`config.mk`:
```
export PLATFORM = sky130hd
export DESIGN_NAME = uart_rx_flat
export DESIGN_NICKNAME = d
export VERILOG_FILES = /design/src/rtl/uart_rx_if.sv /design/src/rtl/uart_rx.sv /design/src/flat_wrapper.sv
export SDC_FILE = /design/constraint.sdc
export NUM_CORES = 1
export LEC_CHECK = 0
export BUFFER_PORTS_ARGS = -buffer_cell sky130_fd_sc_hd__buf_4
export CAP_MARGIN = 20
export CORE_ASPECT_RATIO = 0.8
export CORE_MARGIN = 4
export CORE_UTILIZATION = 26
export CTS_CLUSTER_DIAMETER = 100
export CTS_CLUSTER_SIZE = 24
export DETAILED_ROUTE_END_ITERATION = 16
export GPL_TIMING_DRIVEN = 1
export PLACE_DENSITY = 0.45
export SLEW_MARGIN = 20
export SYNTH_ARGS = -nofsm -noshare
export SYNTH_HDL_FRONTEND = slang
export SYNTH_SLANG_ARGS = --single-unit
```
`constraint.sdc`:
```
create_clock -name UART_RX_CLOCK_50 -period 1.6 [get_ports UART_RX_CLOCK_50]
set_input_delay 0.16 -clock UART_RX_CLOCK_50 [delete_from_list [all_inputs] [get_ports UART_RX_CLOCK_50]]
set_output_delay 0.16 -clock UART_RX_CLOCK_50 [all_outputs]
set_load 0.1 [all_outputs]
```
`src/rtl/uart_rx_if.sv`:
```
// Signal bundle between a serial receiver and its consumer: the line and lock
// inputs plus the received byte and status strobes.
interface uart_rx_if #(
    parameter int DATAWIDTH_BUS = 8
) ();
    logic                     UART_RX_rx_In;
    logic                     UART_RX_LOCK_InHigh;
    logic [DATAWIDTH_BUS-1:0] UART_RX_data_Out;
    logic                     UART_RX_newData_Out;
    logic                     UART_RX_frameError_Out;
    logic                     UART_RX_busy_Out;

    modport slave (
        input  UART_RX_rx_In,
        input  UART_RX_LOCK_InHigh,
        output UART_RX_data_Out,
        output UART_RX_newData_Out,
        output UART_RX_frameError_Out,
        output UART_RX_busy_Out
    );

    modport master (
        output UART_RX_rx_In,
        output UART_RX_LOCK_InHigh,
        input  UART_RX_data_Out,
        input  UART_RX_newData_Out,
        input  UART_RX_frameError_Out,
        input  UART_RX_busy_Out
    );
endinterface

```
`src/rtl/uart_rx.sv`:
```
// 8N1-style UART receiver: mid-bit sampling of a synchronized line, one stop
// bit checked, one-cycle strobes for a good byte or a framing error.
module uart_rx #(
    parameter int CLOCK_PER_BIT = 434,
    parameter int DATAWIDTH_BUS = 8,
    parameter int STATE_SIZE    = 3
) (
    input  logic     UART_RX_CLOCK_50,
    input  logic     UART_RX_RESET_InLow,
    uart_rx_if.slave bus
);
    localparam int CNT_W = $clog2(CLOCK_PER_BIT);
    localparam int IDX_W = $clog2(DATAWIDTH_BUS);

    localparam logic [STATE_SIZE-1:0] S_IDLE      = STATE_SIZE'(3'd0);
    localparam logic [STATE_SIZE-1:0] S_START     = STATE_SIZE'(3'd1);
    localparam logic [STATE_SIZE-1:0] S_DATA      = STATE_SIZE'(3'd2);
    localparam logic [STATE_SIZE-1:0] S_STOP      = STATE_SIZE'(3'd3);
    localparam logic [STATE_SIZE-1:0] S_DONE      = STATE_SIZE'(3'd4);
    localparam logic [STATE_SIZE-1:0] S_WAIT_IDLE = STATE_SIZE'(3'd5);

    localparam logic [CNT_W-1:0] HALF_CNT = CNT_W'((CLOCK_PER_BIT - 1) / 2);
    localparam logic [CNT_W-1:0] LAST_CNT = CNT_W'(CLOCK_PER_BIT - 1);
    localparam logic [IDX_W-1:0] LAST_IDX = IDX_W'(DATAWIDTH_BUS - 1);

    logic                     r_rx_meta;
    logic                     r_rxs;
    logic [STATE_SIZE-1:0]    r_state;
    logic [CNT_W-1:0]         r_cnt;
    logic [IDX_W-1:0]         r_idx;
    logic [DATAWIDTH_BUS-1:0] r_shift;
    logic [DATAWIDTH_BUS-1:0] r_data;
    logic                     r_new;
    logic                     r_ferr;
    logic                     r_busy;

    logic [STATE_SIZE-1:0]    w_state_next;
    logic                     w_hit;
    logic                     w_stop_ok;
    logic                     w_stop_bad;

    // Two-flop synchronizer; resets to the idle (high) line level.
    always_ff @(posedge UART_RX_CLOCK_50 or negedge UART_RX_RESET_InLow) begin
        if (!UART_RX_RESET_InLow) begin
            r_rx_meta <= 1'b1;
            r_rxs     <= 1'b1;
        end else begin
            r_rx_meta <= bus.UART_RX_rx_In;
            r_rxs     <= r_rx_meta;
        end
    end

    // Next-state logic; w_hit marks the cycle the current bit is sampled.
    always_comb begin
        w_state_next = r_state;
        w_hit        = 1'b0;
        case (r_state)
            S_IDLE: begin
                if (!r_rxs && !bus.UART_RX_LOCK_InHigh) begin
                    w_state_next = S_START;
                end else begin
                    w_state_next = S_IDLE;
                end
            end
            S_START: begin
                w_hit = (r_cnt == HALF_CNT);
                if (w_hit) begin
                    w_state_next = r_rxs ? S_IDLE : S_DATA;
                end else begin
                    w_state_next = S_START;
                end
            end
            S_DATA: begin
                w_hit = (r_cnt == LAST_CNT);
                if (w_hit && (r_idx == LAST_IDX)) begin
                    w_state_next = S_STOP;
                end else begin
                    w_state_next = S_DATA;
                end
            end
            S_STOP: begin
                w_hit = (r_cnt == LAST_CNT);
                if (w_hit) begin
                    w_state_next = r_rxs ? S_DONE : S_WAIT_IDLE;
                end else begin
                    w_state_next = S_STOP;
                end
            end
            S_DONE: begin
                w_state_next = S_IDLE;
            end
            S_WAIT_IDLE: begin
                if (r_rxs) begin
                    w_state_next = S_IDLE;
                end else begin
                    w_state_next = S_WAIT_IDLE;
                end
            end
            default: begin
                w_state_next = S_IDLE;
            end
        endcase
    end

    assign w_stop_ok  = (r_state == S_STOP) && w_hit && r_rxs;
    assign w_stop_bad = (r_state == S_STOP) && w_hit && !r_rxs;

    // State, bit timing, bit index and shift register.
    always_ff @(posedge UART_RX_CLOCK_50 or negedge UART_RX_RESET_InLow) begin
        if (!UART_RX_RESET_InLow) begin
            r_state <= S_IDLE;
            r_cnt   <= '0;
            r_idx   <= '0;
            r_shift <= '0;
        end else begin
            r_state <= w_state_next;
            if ((w_state_next != r_state) || w_hit || (r_state == S_IDLE)) begin
                r_cnt <= '0;
            end else begin
                r_cnt <= r_cnt + CNT_W'(1'b1);
            end
            if (r_state != S_DATA) begin
                r_idx <= '0;
            end else if (w_hit) begin
                r_idx <= r_idx + IDX_W'(1'b1);
            end else begin
                r_idx <= r_idx;
            end
            if ((r_state == S_DATA) && w_hit) begin
                r_shift <= {r_rxs, r_shift[DATAWIDTH_BUS-1:1]};
            end else begin
                r_shift <= r_shift;
            end
        end
    end

    // Registered outputs; strobes are raised as the FSM enters DONE or WAIT_IDLE.
    always_ff @(posedge UART_RX_CLOCK_50 or negedge UART_RX_RESET_InLow) begin
        if (!UART_RX_RESET_InLow) begin
            r_data <= '0;
            r_new  <= 1'b0;
            r_ferr <= 1'b0;
            r_busy <= 1'b0;
        end else begin
            r_new  <= w_stop_ok;
            r_ferr <= w_stop_bad;
            r_busy <= (w_state_next != S_IDLE);
            if (w_stop_ok) begin
                r_data <= r_shift;
            end else begin
                r_data <= r_data;
            end
        end
    end

    assign bus.UART_RX_data_Out       = r_data;
    assign bus.UART_RX_newData_Out    = r_new;
    assign bus.UART_RX_frameError_Out = r_ferr;
    assign bus.UART_RX_busy_Out       = r_busy;
endmodule

```
`src/flat_wrapper.sv`:
```
// flat-port wrapper written by rule: the top's interface ports become plain ports
module uart_rx_flat 
#(
    parameter int CLOCK_PER_BIT = 434,
    parameter int DATAWIDTH_BUS = 8,
    parameter int STATE_SIZE    = 3
)
  (UART_RX_CLOCK_50, UART_RX_RESET_InLow, bus_UART_RX_rx_In, bus_UART_RX_LOCK_InHigh, bus_UART_RX_data_Out, bus_UART_RX_newData_Out, bus_UART_RX_frameError_Out, bus_UART_RX_busy_Out);
  uart_rx_if #(.DATAWIDTH_BUS(DATAWIDTH_BUS)) bus_i ();
  input  logic UART_RX_CLOCK_50;
  input  logic UART_RX_RESET_InLow;
  input wire logic [$bits(bus_i.UART_RX_rx_In)-1:0] bus_UART_RX_rx_In;
  input wire logic [$bits(bus_i.UART_RX_LOCK_InHigh)-1:0] bus_UART_RX_LOCK_InHigh;
  output wire logic [$bits(bus_i.UART_RX_data_Out)-1:0] bus_UART_RX_data_Out;
  output wire logic [$bits(bus_i.UART_RX_newData_Out)-1:0] bus_UART_RX_newData_Out;
  output wire logic [$bits(bus_i.UART_RX_frameError_Out)-1:0] bus_UART_RX_frameError_Out;
  output wire logic [$bits(bus_i.UART_RX_busy_Out)-1:0] bus_UART_RX_busy_Out;
  assign bus_i.UART_RX_rx_In = bus_UART_RX_rx_In;
  assign bus_i.UART_RX_LOCK_InHigh = bus_UART_RX_LOCK_InHigh;
  assign bus_UART_RX_data_Out = bus_i.UART_RX_data_Out;
  assign bus_UART_RX_newData_Out = bus_i.UART_RX_newData_Out;
  assign bus_UART_RX_frameError_Out = bus_i.UART_RX_frameError_Out;
  assign bus_UART_RX_busy_Out = bus_i.UART_RX_busy_Out;
  uart_rx #(.CLOCK_PER_BIT(CLOCK_PER_BIT), .DATAWIDTH_BUS(DATAWIDTH_BUS), .STATE_SIZE(STATE_SIZE)) u_core (.UART_RX_CLOCK_50(UART_RX_CLOCK_50), .UART_RX_RESET_InLow(UART_RX_RESET_InLow), .bus(bus_i));
endmodule
```
[Word-level counts from Yosys, hierarchy flattened]
Index checks and enable logic that the tools add are counted.
Cells by class
  $lt $le $gt $ge: 0
  shifts and indexed selects: 0
  equal/unequal tests: 9
  add/subtract/negate cells: 2
  bitwise gates (word level): 0
  reduce and logical (&&, ||, !) cells: 14
  multiplexer cells: 12
  multiply operators: 0
  divide/modulo/power cells: 0
Operators by type and width (count)
  two-way mux 3 bit: 5
  one-hot mux 3 bit (5 select lines): 1
  adder 9 x 1 -> 9 bit (second input constant): 1
  == test 9 x 8 -> 1 bit (second input constant): 1
  == test 9 bit (second input constant): 1
  two-way mux 9 bit: 1
  == test 3 x 2 -> 1 bit (second input constant): 2
  == test 3 bit (second input constant): 2
  logical AND 1 bit: 6
  adder 3 x 1 -> 3 bit (second input constant): 1
  == test 3 x 1 -> 1 bit (second input constant): 1
  zero test 3 bit: 1
  two-way mux 1 bit: 3
  inequality test 3 x 2 -> 1 bit (second input constant): 1
  inequality test 3 bit: 1
  nonzero test 3 bit: 1
  zero test 1 bit: 2
  logical OR 1 bit: 2
  two-way mux 2 bit: 1
  one-hot mux 1 bit (2 select lines): 1
  nonzero test 2 bit: 1
  OR reduction 2 bit: 1
Storage, ports and cells
  bits in latches: 0
  RAM bits: 0
  logic and storage cells: 47
  register bits after elaboration: 36
  memory bits (read-only): 0
  input port bits: 4
  memories kept: 0
  output and inout port bits: 11

[Depth between registers and ports, before layout]
Gate-level depths: netlist of run 1.
  depth after elaboration: 8
  gate-level depth with buffers: 7
  mapped depth without buffers: 6

[Worst setup path after synthesis of run 1]
OpenSTA, ideal clock, no wires.
  path kind: register to register
  from: register u_core.r_cnt[0]
  to: register u_core.r_shift[0]
  period minus slack after synthesis: 1.765 ns
  slack: -0.165 ns
  arrival time: 1.640 ns
  setup time: 0.125 ns
  path buffers: 1
  required time: 1.475 ns
  cell stages (with the launch flop): 7
  path through: dfrtp_1 ha_1 and4bb_2 and2_2 buf_2 nand3_2 mux2_2
On the way
  longest elaborated chain between the ends: 3
  elaborated cells between the ends (all ways): 4
  classes of those cells: eq/ne: 2; mux: 1; reduce/logical: 1
RTL lines
  start, declared: line uart_rx.sv:29  | logic [CNT_W-1:0] r_cnt;
  start signal, assigned: line uart_rx.sv:120  | r_cnt <= r_cnt + CNT_W'(1'b1);
  == test 9 bit or == test 9 x 8 -> 1 bit (tied branches): line uart_rx.sv:74, uart_rx.sv:82, uart_rx.sv:66
  one-hot mux 1 bit (2 select lines) (*): line uart_rx.sv:57  | case (r_state)
  logical AND 1 bit (*): line uart_rx.sv:129  | if ((r_state == S_DATA) && w_hit) begin
  end signal, assigned: line uart_rx.sv:130  | r_shift <= {r_rxs, r_shift[DATAWIDTH_BUS-1:1]};
  end signal, assigned: line uart_rx.sv:132  | r_shift <= r_shift;
  end, declared: line uart_rx.sv:31  | logic [DATAWIDTH_BUS-1:0] r_shift;
Mark *: on every way between the ends. The rest lies on a longest branch, timed or not.
A chain may end at the register's enable or synchronous reset.

[Final worst setup path of run 1]
  from: register u_core.r_cnt[1]
  to: register u_core.r_data[6] (netlist: u_core.bus.UART_RX_data_Out[6])
On the way
  longest elaborated chain between the ends: 4
  elaborated cells between the ends (all ways): 5
  classes of those cells: eq/ne: 2; mux: 1; reduce/logical: 2
RTL lines
  == test 9 bit or == test 9 x 8 -> 1 bit (tied branches): line uart_rx.sv:74, uart_rx.sv:82, uart_rx.sv:66
  one-hot mux 1 bit (2 select lines) (*): line uart_rx.sv:57
  logical AND 1 bit (*) (2 in series): line uart_rx.sv:105  | assign w_stop_ok = (r_state == S_STOP) && w_hit && r_rxs;
  via u_core.w_stop_ok: line uart_rx.sv:39  | logic w_stop_ok;
  end signal, assigned: line uart_rx.sv:149  | r_data <= r_shift;
  end signal, assigned: line uart_rx.sv:151  | r_data <= r_data;
  end, declared: line uart_rx.sv:32  | logic [DATAWIDTH_BUS-1:0] r_data;
Mark *: on every way through the listed nets, which the timed path passes. The rest lies on a longest branch.

==> results of run 1 <==
## cell usage in the layout (no fill, tap or decap), drive strengths merged
cell | netlist | routed
o21ai | 4 | 4
nor2b | 1 | 1
nor2 | 15 | 15
clkbuf | 1 | 8
buf | 4 | 36
a32oi | 1 | 1
clkinv | 1 | 1
o31ai | 1 | 1
and4bb | 1 | 1
nor4bb | 1 | 1
mux2 | 16 | 16
nand2 | 10 | 10
nor3 | 4 | 4
o32a | 1 | 1
and2 | 3 | 3
nand3 | 6 | 6
a211oi | 1 | 1
nand4 | 7 | 7
xnor2 | 5 | 5
nor3b | 1 | 1
ha | 5 | 5
a21oi | 6 | 6
dfstp | 2 | 2
dfrtp | 34 | 34
and4b | 2 | 2
dlygate4sd3 | 0 | 2
xor2 | 2 | 2
inv | 6 | 6
## cell type report
class                   instances  area [µm²]
fillers                       611        3840
flip-flops and latches         36         903
multi-input cells              93         736
repair buffers                 38         307
well taps                      81         101
clock buffers                   8        90.1
inverters                       7        26.3
## sequential cells by signal, summed over array words and instances, names as in the netlist
register,flops
u_core.r_cnt,9
u_core.bus.UART_RX_data_Out,8
u_core.r_shift,8
u_core.r_idx,3
u_core.r_state,3
u_core.bus.UART_RX_busy_Out,1
u_core.bus.UART_RX_frameError_Out,1
u_core.bus.UART_RX_newData_Out,1
u_core.r_rx_meta,1
u_core.r_rxs,1
## cells by family after synthesis
family,after synthesis
AOI/OAI and AO/OA,14
xor gates and xnor gates,7
adders and majority gates,5
buffers and inverters,12
DFF,36
muxes,16
and+or+nand+nor,51
## worst max path at each step
stage | endpoint | cells past startpoint | startpoint
after floorplan | u_core.bus.UART_RX_data_Out[0] | 6 | u_core.r_cnt[1]
after global placement | u_core.bus.UART_RX_data_Out[6] | 7 | u_core.r_cnt[1]
after detailed placement | u_core.bus.UART_RX_data_Out[0] | 7 | u_core.r_cnt[1]
after CTS | u_core.bus.UART_RX_data_Out[6] | 7 | u_core.r_cnt[1]
after global routing | u_core.bus.UART_RX_data_Out[3] | 7 | u_core.r_cnt[1]
final | u_core.bus.UART_RX_data_Out[6] | 7 | u_core.r_cnt[1]
## routing by layer
metal  up-vias  part of all wire, %
li1        568                    -
met1       560                   50
met2        13                   45
met3         5                  2.2
met4         0                  2.0
met5         -                    0
## metrics by stage
stage / hold slack, ns / std cells / power, mW / cell area, µm²
floorplan: -0.136 / 141 / 0.937 / 1680
global placement: 0.146 / 251 / 0.965 / 2010
detailed placement: 0.146 / 251 / 0.965 / 2010
CTS: 0.167 / 263 / 1.63 / 2150
global route: 0.216 / 263 / 1.68 / 2160
finish: 0.174 / 263 / 1.60 / 2160
## critical path, stage by stage, from the launching register on
cell and delay (ns):
dfrtp_1 0.39, inv_2 0.06, ha_2 0.14, and4bb_2 0.27, nand2_2 0.08, nor3_4 0.15
buf_12 0.15, mux2_2 0.33
## power groups by stage
stage,registers [mW],logic [mW],clock network (mW)
floorplan,0.934,0.00334,0
global placement,0.932,0.0325,0
detailed placement,0.933,0.0326,0
CTS,0.915,0.0367,0.679
global route,0.915,0.0406,0.723
finish,0.916,0.0347,0.646
## timing repair
item,in CTS,in global routing
hold endpoints to repair,35,0
pin swaps,3,1
setup endpoints to repair,27,29
resized for setup,4,5
setup buffers,2,0
hold buffers,2,0
==> metrics.txt, run 1 <==
status finished with violations; violated checks setup timing; Final Worst Setup Slack -0.0892 ns; Clock Sink Count 36; fraction of registers with async set/reset 100%; simple-gate portion of the synthesized area between 15 and 20%; clock slew seen by the registers of the worst setup and hold paths 0.07 ns; CP max FO 9; fin util 36.0%; CP arrival 1.85 ns; met3 Use GR 1.99%; Skew-Pair Late Insertion Delay 0.28 ns; Max-Cap Viols 0; Core Box Area 0.00601 mm²; P_sw 0.321 mW; WP data required 1.77 ns; ys flop type dfrtp_1; switching share of total power between 20% and 30%; RSZ-0062 raised after global routing true; CTS tree built; Int Pwr 1.28 mW; PwrDens between 700 and 800 mW/mm²; Die Ht between 70 and 80 µm; worst vdd ir 0.000389 V; Clock Tree Root clkbuf_8; fin. max-slew vios 0; Worst Hold Depth 4; grt ovf 0; vias after detailed routing roughly 1100; Tcrit/Tclk final 106%; fin nets between 150 and 200; top-area cell type share of the netlist area 52.1%; synthesized area between 0.0015 and 0.002 mm²; # diodes 0; RR Endpoint u_core.bus.UART_RX_data_Out[6]; r2r worst-path depth 7; final wirelength 3230 µm; xor/xnor share of the synthesized area 3.76%; vias in the first global route 1211; HPWL after detailed placement 2410 µm; First DRT Iteration DRCs 37; Ys Warns 0; Post-Place Setup Slack -0.113 ns; Hold Path Sink u_core.bus.UART_RX_busy_Out; grt peak-use layer met2; die footprint 0.00761 mm²; CTS buffer count 5; syn_area_per_cell 11.6 µm²; Antenna Nets Post-Route 0; H-tree depth 2; CP Launch Type flip-flop; clock power share between 40 and 50%; Post-Synthesis Cells 141; Final GP Congestion 0.746; cell taking the most area after synthesis dfrtp_1; synth unique cells 32; First-pass DRT Iterations 4; Leak between 1 and 1.5 nW; DR vias/cell 4.36; setup TNS -1.01 ns; met1 GRT Util 13.4%; Seq cells post-synth 36; initial antenna violation count 0; Ports 15; post-synthesis compound-gate area fraction 5.14%; buffers added on ports 14; DRC 0; final hold vios 0; Post-Syn Nets 150; largest family of logic cells by synthesized area simple AND/OR/NAND/NOR gates; min-delay worst type in -> reg; number of synthesized flops with an enable pin 0; most common cell in the netlist dfrtp_1; fmax roughly 590 MHz; Max-slew headroom 70.0%; Critical R2R Launch u_core.r_cnt[1]; global-route wire length before repair 5760 µm; worst reg2reg setup slack -0.09 ns; met2 Resource Use GR 14.5%; die width a little under 100 µm; Finish-stage setup viols 25; hold_sp bus_UART_RX_LOCK_InHigh; CTS max path bufs 2; Seq/Total Area, Yosys between 50% and 60%; Commonest cells post-synth dfrtp_1 (34), mux2_2 (16), nor2_1 (15); Final Critical Period 1.69 ns; GRT Util Overall between 9 and 10%; Starting Density between 20% and 30%; Area Growth Syn to Fin 32.6%; post-synthesis adder-cell area fraction roughly 3.8%; critical path class reg -> reg; Area contributors post-synth dfrtp_1 (52%), mux2_2 (11%), ha_1 (3.8%), nor2_1 (3.5%), dfstp_2 (3.2%); Worst Tran Pin Value 0.450 ns; crit end category flip-flop; routed length per instance 12.3 µm; clk_skew 0.00499 ns; mux share of post-synthesis cell area 11.0%; fraction of layout cells with a size suffix above 1 40.1%; largest net degree at the start of global routing 37; Gate power share 2.2%; row count 25; sequential share of power 57.4%
Note: power is estimated with default switching activity, not from simulation.
==> run 2: changes to the inputs <==
SKIP_LAST_GASP = 1   (was unset)
==> metrics.txt, run 2 (same netlist as run 1, synthesis figures left out) <==
status finished with violations; violated checks setup timing; global-route wire length before repair 5780 µm (+0.24%); CTS buffer count 5 (unchanged); fraction of layout cells with a size suffix above 1 38.5% (-1.6 points); Die Ht 78.9 µm (unchanged); grt ovf 0 (unchanged); row count 25 (unchanged); fmax 593 MHz (+0.24%); RSZ-0062 raised after global routing true; clock slew seen by the registers of the worst setup and hold paths 0.07 ns (about the same); final wirelength 3230 µm (about the same); crit end category flip-flop; Starting Density 27.2% (unchanged); CTS tree built; most frequent cells in the layout buf_4 (34), dfrtp_1 (34), nor2_1 (15); fin util 35.8% (-0.25 points); DR vias/cell 4.36 (about the same); Antenna Nets Post-Route 0 (unchanged); vias in the first global route 1211 (unchanged); met1 GRT Util 13.5% (+0.060 points); Clock Tree Root clkbuf_8; CP arrival 1.85 ns (about the same); Skew-Pair Late Insertion Delay 0.28 ns (about the same); Max-Cap Viols 0 (unchanged); Final Worst Setup Slack -0.0851 ns (+0.00412 ns); worst vdd ir 0.000388 V (-0.36%); Largest Register u_core.r_cnt; Max-slew headroom 70.0% (about the same); worst reg2reg setup slack -0.09 ns (about the same); Worst Tran Pin Value 0.450 ns (-0.000477 ns); Setup crit start u_core.r_cnt[1]; Final Critical Period 1.69 ns (-0.00412 ns); First DRT Iteration DRCs 37 (unchanged); Leak 1.06 nW (-0.16%); Finish-stage setup viols 24 (-4.0%); final hold vios 0 (unchanged); H-tree depth 2 (unchanged); PwrDens 742 mW/mm² (+0.60%); largest net degree at the start of global routing 37 (unchanged); die footprint 0.00761 mm² (unchanged); RR Endpoint u_core.bus.UART_RX_data_Out[6]; CTS max path bufs 2 (unchanged); WP data required 1.76 ns (about the same); fin. max-slew vios 0 (unchanged); Clock Sink Count 36 (unchanged); vias after detailed routing 1147 (+0.087%); met3 Use GR 1.99% (unchanged); routed length per instance 12.3 µm (about the same); # diodes 0 (unchanged); Critical R2R Launch u_core.r_cnt[1]; CP max FO 9 (unchanged); GRT Util Overall 9.80% (+0.020 points); grt peak-use layer met2; DRC 0 (unchanged); buffers added on ports 14 (unchanged); initial antenna violation count 0 (unchanged); clk_skew 0.00496 ns (-0.0000280 ns); Tcrit/Tclk final 105% (-0.26 points); min-delay worst type in -> reg; Area Growth Syn to Fin 31.7%; First-pass DRT Iterations 4 (unchanged); critical path class reg -> reg; Final GP Congestion 0.746 (unchanged); HPWL after detailed placement 2410 µm (unchanged); Core Box Area 0.00601 mm² (unchanged); Ports 15 (unchanged); CP Launch Type flip-flop; met2 Resource Use GR 14.5% (unchanged); worst setup path endpoint u_core.bus.UART_RX_data_Out[6]; die width 96.6 µm (unchanged); r2r worst-path depth 7 (unchanged); Post-Place Setup Slack -0.113 ns (unchanged); fin nets 190 (unchanged); Largest register FFs 9 (unchanged)
run 2: timing repair:
action / in CTS / in global routing
pin swaps: 3 / 1
resized for setup: 3 / 1
hold buffers: 2 / 0
setup buffers: 2 / 0
setup endpoints to repair: 27 / 29
hold endpoints to repair: 35 / 0
run 2: report_power, final:
part	switching (mW)	internal [mW]	total, mW	leakage (nW)
combinational	0.0243	0.0105	0.0348	0.545
sequential	0.00103	0.915	0.916	0.471
clock	0.294	0.351	0.645	0.0455
run 2: critical path, stage by stage, from the launching register on:
cell	delay (ns)
dfrtp_1	0.39
inv_2	0.06
ha_2	0.14
and4bb_2	0.27
nand2_2	0.08
nor3_4	0.15
buf_12	0.15
mux2_2	0.33
run 2: final cells by class:
cell class	instances	area, µm²
Clock buffer	8	90.1
Timing Repair Buffer	38	307
Fill cell	612	3860
Inverter	7	26.3
Multi-Input combinational cell	93	721
Sequential cell	36	903
Tap cell	81	101
run 2: worst min-delay path by stage:
stage               slack [ns]                    start                     endpoint  cells past startpoint
finish                    0.17  bus_UART_RX_LOCK_InHigh  u_core.bus.UART_RX_busy_Out                      4
floorplan                -0.14      UART_RX_RESET_InLow  u_core.bus.UART_RX_busy_Out                      0
global placement          0.15      UART_RX_RESET_InLow              u_core.r_cnt[2]                      1
CTS                       0.17  bus_UART_RX_LOCK_InHigh  u_core.bus.UART_RX_busy_Out                      4
detailed placement        0.15      UART_RX_RESET_InLow              u_core.r_cnt[2]                      1
global route              0.22  bus_UART_RX_LOCK_InHigh  u_core.bus.UART_RX_busy_Out                      4
run 2: per-stage QoR:
step	instance area, µm²	power, mW	instances	setup TNS, ns	hold slack (ns)
3_3_place_gp	2010	0.965	251	-1.36	0.146
6_report	2150	1.60	263	-1.01	0.174
5_1_grt	2150	1.68	263	-3.38	0.216
3_5_place_dp	2010	0.965	251	-1.74	0.146
4_1_cts	2140	1.63	263	-1.36	0.167
2_1_floorplan	1680	0.937	141	-1.84	-0.136
run 2: routing by layer:
metal | up-vias | wire length (µm)
li1 | 569 | -
met1 | 560 | 1630
met3 | 5 | 70
met5 | - | 0
met4 | 0 | 64
met2 | 13 | 1460
==> run 3: changes to the inputs <==
CORE_MARGIN = unset   (was 4)
==> metrics.txt, run 3 (same netlist as run 1, synthesis figures left out) <==
status finished with violations; violated checks setup timing; die width 90.6 µm (-6.2%); DRC 0 (unchanged); clk_skew 0.00275 ns (-0.00221 ns); Final GP Congestion 0.766 (+2.7%); fin area 0.00219 mm² (+2.1%); Worst Hold Depth 4 (unchanged); Max-Cap Viols 0 (unchanged); # fillers 590 (-3.6%); Max-slew headroom 69.9% (-0.071 points); CTS tree built; HPWL after detailed placement 2240 µm (-6.8%); vias in the first global route 1200 (-0.91%); Gate power share 2.0% (-0.2 points); P_sw 0.342 mW (+7.2%); crit end category flip-flop; clock power share 45.1% (+4.7 points); row count 25 (unchanged); area of the multi-input gates 733 µm² (+1.7%); First-pass DRT Iterations 4 (unchanged); vias after detailed routing 1154 (+0.61%); H-tree depth 2 (unchanged); worst vdd ir 0.000282 V (-27%); min-delay worst type in -> reg; grt ovf 0 (unchanged); largest net degree at the start of global routing 37 (unchanged); Tcrit/Tclk final 106% (+0.64 points); DR vias/cell 4.35 (-0.15%); CP max FO 9 (unchanged); Ports 15 (unchanged); Skew-Pair Late Insertion Delay 0.29 ns (about the same); Clock Sink Count 36 (unchanged); Starting Density 27.3% (+0.14 points); fin nets 192 (+1.1%); Clock Tree Root clkbuf_8; CTS max path bufs 2 (unchanged); Core Box Area 0.00597 mm² (-0.52%); Finish-stage setup viols 26 (+8.3%); met3 Use GR 3.13% (+1.1 points); register area 903 µm² (unchanged); grt peak-use layer met2; final hold vios 0 (unchanged); Largest Register u_core.r_cnt; WP data required 1.78 ns (+0.02 ns); most frequent cells in the layout buf_4 (36), dfrtp_1 (34), nor2_1 (15); # diodes 0 (unchanged); Area Growth Syn to Fin 34.4%; fin. max-slew vios 0 (unchanged); Leak 1.08 nW (+2.0%); initial antenna violation count 0 (unchanged); routed length per instance 12.1 µm (-1.9%); met1 GRT Util 14.4% (+0.95 points); met2 Resource Use GR 16.2% (+1.8 points); Largest register FFs 9 (unchanged); clock slew seen by the registers of the worst setup and hold paths 0.07 ns (about the same); Hold Slack 0.169 ns (-0.00507 ns); CTS buffer count 5 (unchanged); Int Pwr 1.39 mW (+8.7%); First DRT Iteration DRCs 20 (-46%); CP Launch Type flip-flop; sequential share of power 52.9% (-4.5 points); Design Power 1.73 mW (+8.4%); fraction of layout cells with a size suffix above 1 40.2% (+1.8 points); critical path class reg -> reg; Die Ht 72.9 µm (-7.6%); CP arrival 1.87 ns (+0.02 ns); Final Worst Setup Slack -0.0953 ns (-0.0103 ns); Final Critical Period 1.70 ns (+0.0103 ns); PwrDens 788 mW/mm² (+6.2%); global-route wire length before repair 5570 µm (-3.6%); GRT Util Overall 10.9% (+1.1 points); Placed Instance Area 0.00201 mm² (unchanged); die footprint 0.00660 mm² (-13%); r2r worst-path depth 7 (unchanged); Antenna Nets Post-Route 0 (unchanged); CP max stage cell dfrtp_1; final wirelength 3190 µm (-1.1%); Worst Tran Pin Value 0.451 ns (+0.00106 ns); Cell Chain, Critical Path inv_2, ha_4, and4bb_2, nand2_2, nor3_4, buf_12, mux2_2; switching share of total power 19.8% (-0.22 points); fmax 590 MHz (-0.61%); commonest non-fill, non-tap cell in the layout buf_4; buffers added on ports 14 (unchanged); RSZ-0062 raised after global routing true; Largest stage delay, worst path 0.39 ns (about the same)
==> run 3: final timing paths <==
path,start,end,slack [ns]
setup / recovery,u_core.r_cnt[1],u_core.bus.UART_RX_data_Out[2],-0.1
hold / removal,bus_UART_RX_LOCK_InHigh,u_core.bus.UART_RX_busy_Out,0.17
setup reg to reg,u_core.r_cnt[1],u_core.bus.UART_RX_data_Out[2],-0.1
hold reg to reg,u_core.r_rx_meta,u_core.r_rxs,0.36
max in group asynchronous,UART_RX_RESET_InLow,u_core.r_rx_meta,0.90
min in group asynchronous,UART_RX_RESET_InLow,u_core.r_cnt[2],0.36
==> run 3: worst max-delay path, delay by kind of cell, from the launching register on <==
family / cells / cell delay, ns
AND/OR/NAND/NOR: 3 / 0.51
buffers and inverters: 2 / 0.23
multiplexers: 1 / 0.33
adder cells (fa/ha/maj): 1 / 0.11
flip-flops: 1 / 0.39
==> run 3: through the flow <==
step / setup WS, ns / instances / setup TNS [ns] / utilization (%)
6_report: -0.0953 / 265 / -1.22 / 36.7
5_1_grt: -0.161 / 265 / -3.01 / 36.7
4_1_cts: -0.103 / 264 / -1.08 / 36.6
3_5_place_dp: -0.124 / 251 / -1.70 / 33.7
3_3_place_gp: -0.101 / 251 / -1.34 / 33.7
2_1_floorplan: -0.124 / 141 / -1.84 / -
==> run 3: repair_timing <==
action / CTS / global route
setup endpoints to repair: 21 / 29
pin swaps: 4 / 1
setup buffers: 3 / 1
hold buffers: 2 / 0
endpoints found under the hold margin: 35 / 0
resized for setup: 7 / 0
==> run 3: power by group through the flow <==
stage	combinational (mW)	sequential [mW]	clock [mW]
after global routing	0.0397	0.915	0.839
after detailed placement	0.0324	0.933	0
after global placement	0.0321	0.933	0
final	0.0346	0.915	0.779
after CTS	0.0364	0.915	0.801
after floorplan	0.00334	0.934	0
==> run 3: metal layers <==
metal / up-vias / part of all wire [%]
li1: 575 / -
met1: 558 / 52
met2: 15 / 42
met3: 6 / 3.3
met4: 0 / 2.4
met5: - / 0
==> run 3: layout make-up <==
type                       instances  area share, %
tap                               81           4.62
multi-input combinational         93           33.4
sequential                        36           41.2
clock inverter                     2           1.60
clock buffer                       6           3.31
inverter                           7           1.20
timing repair buffer              40           14.7
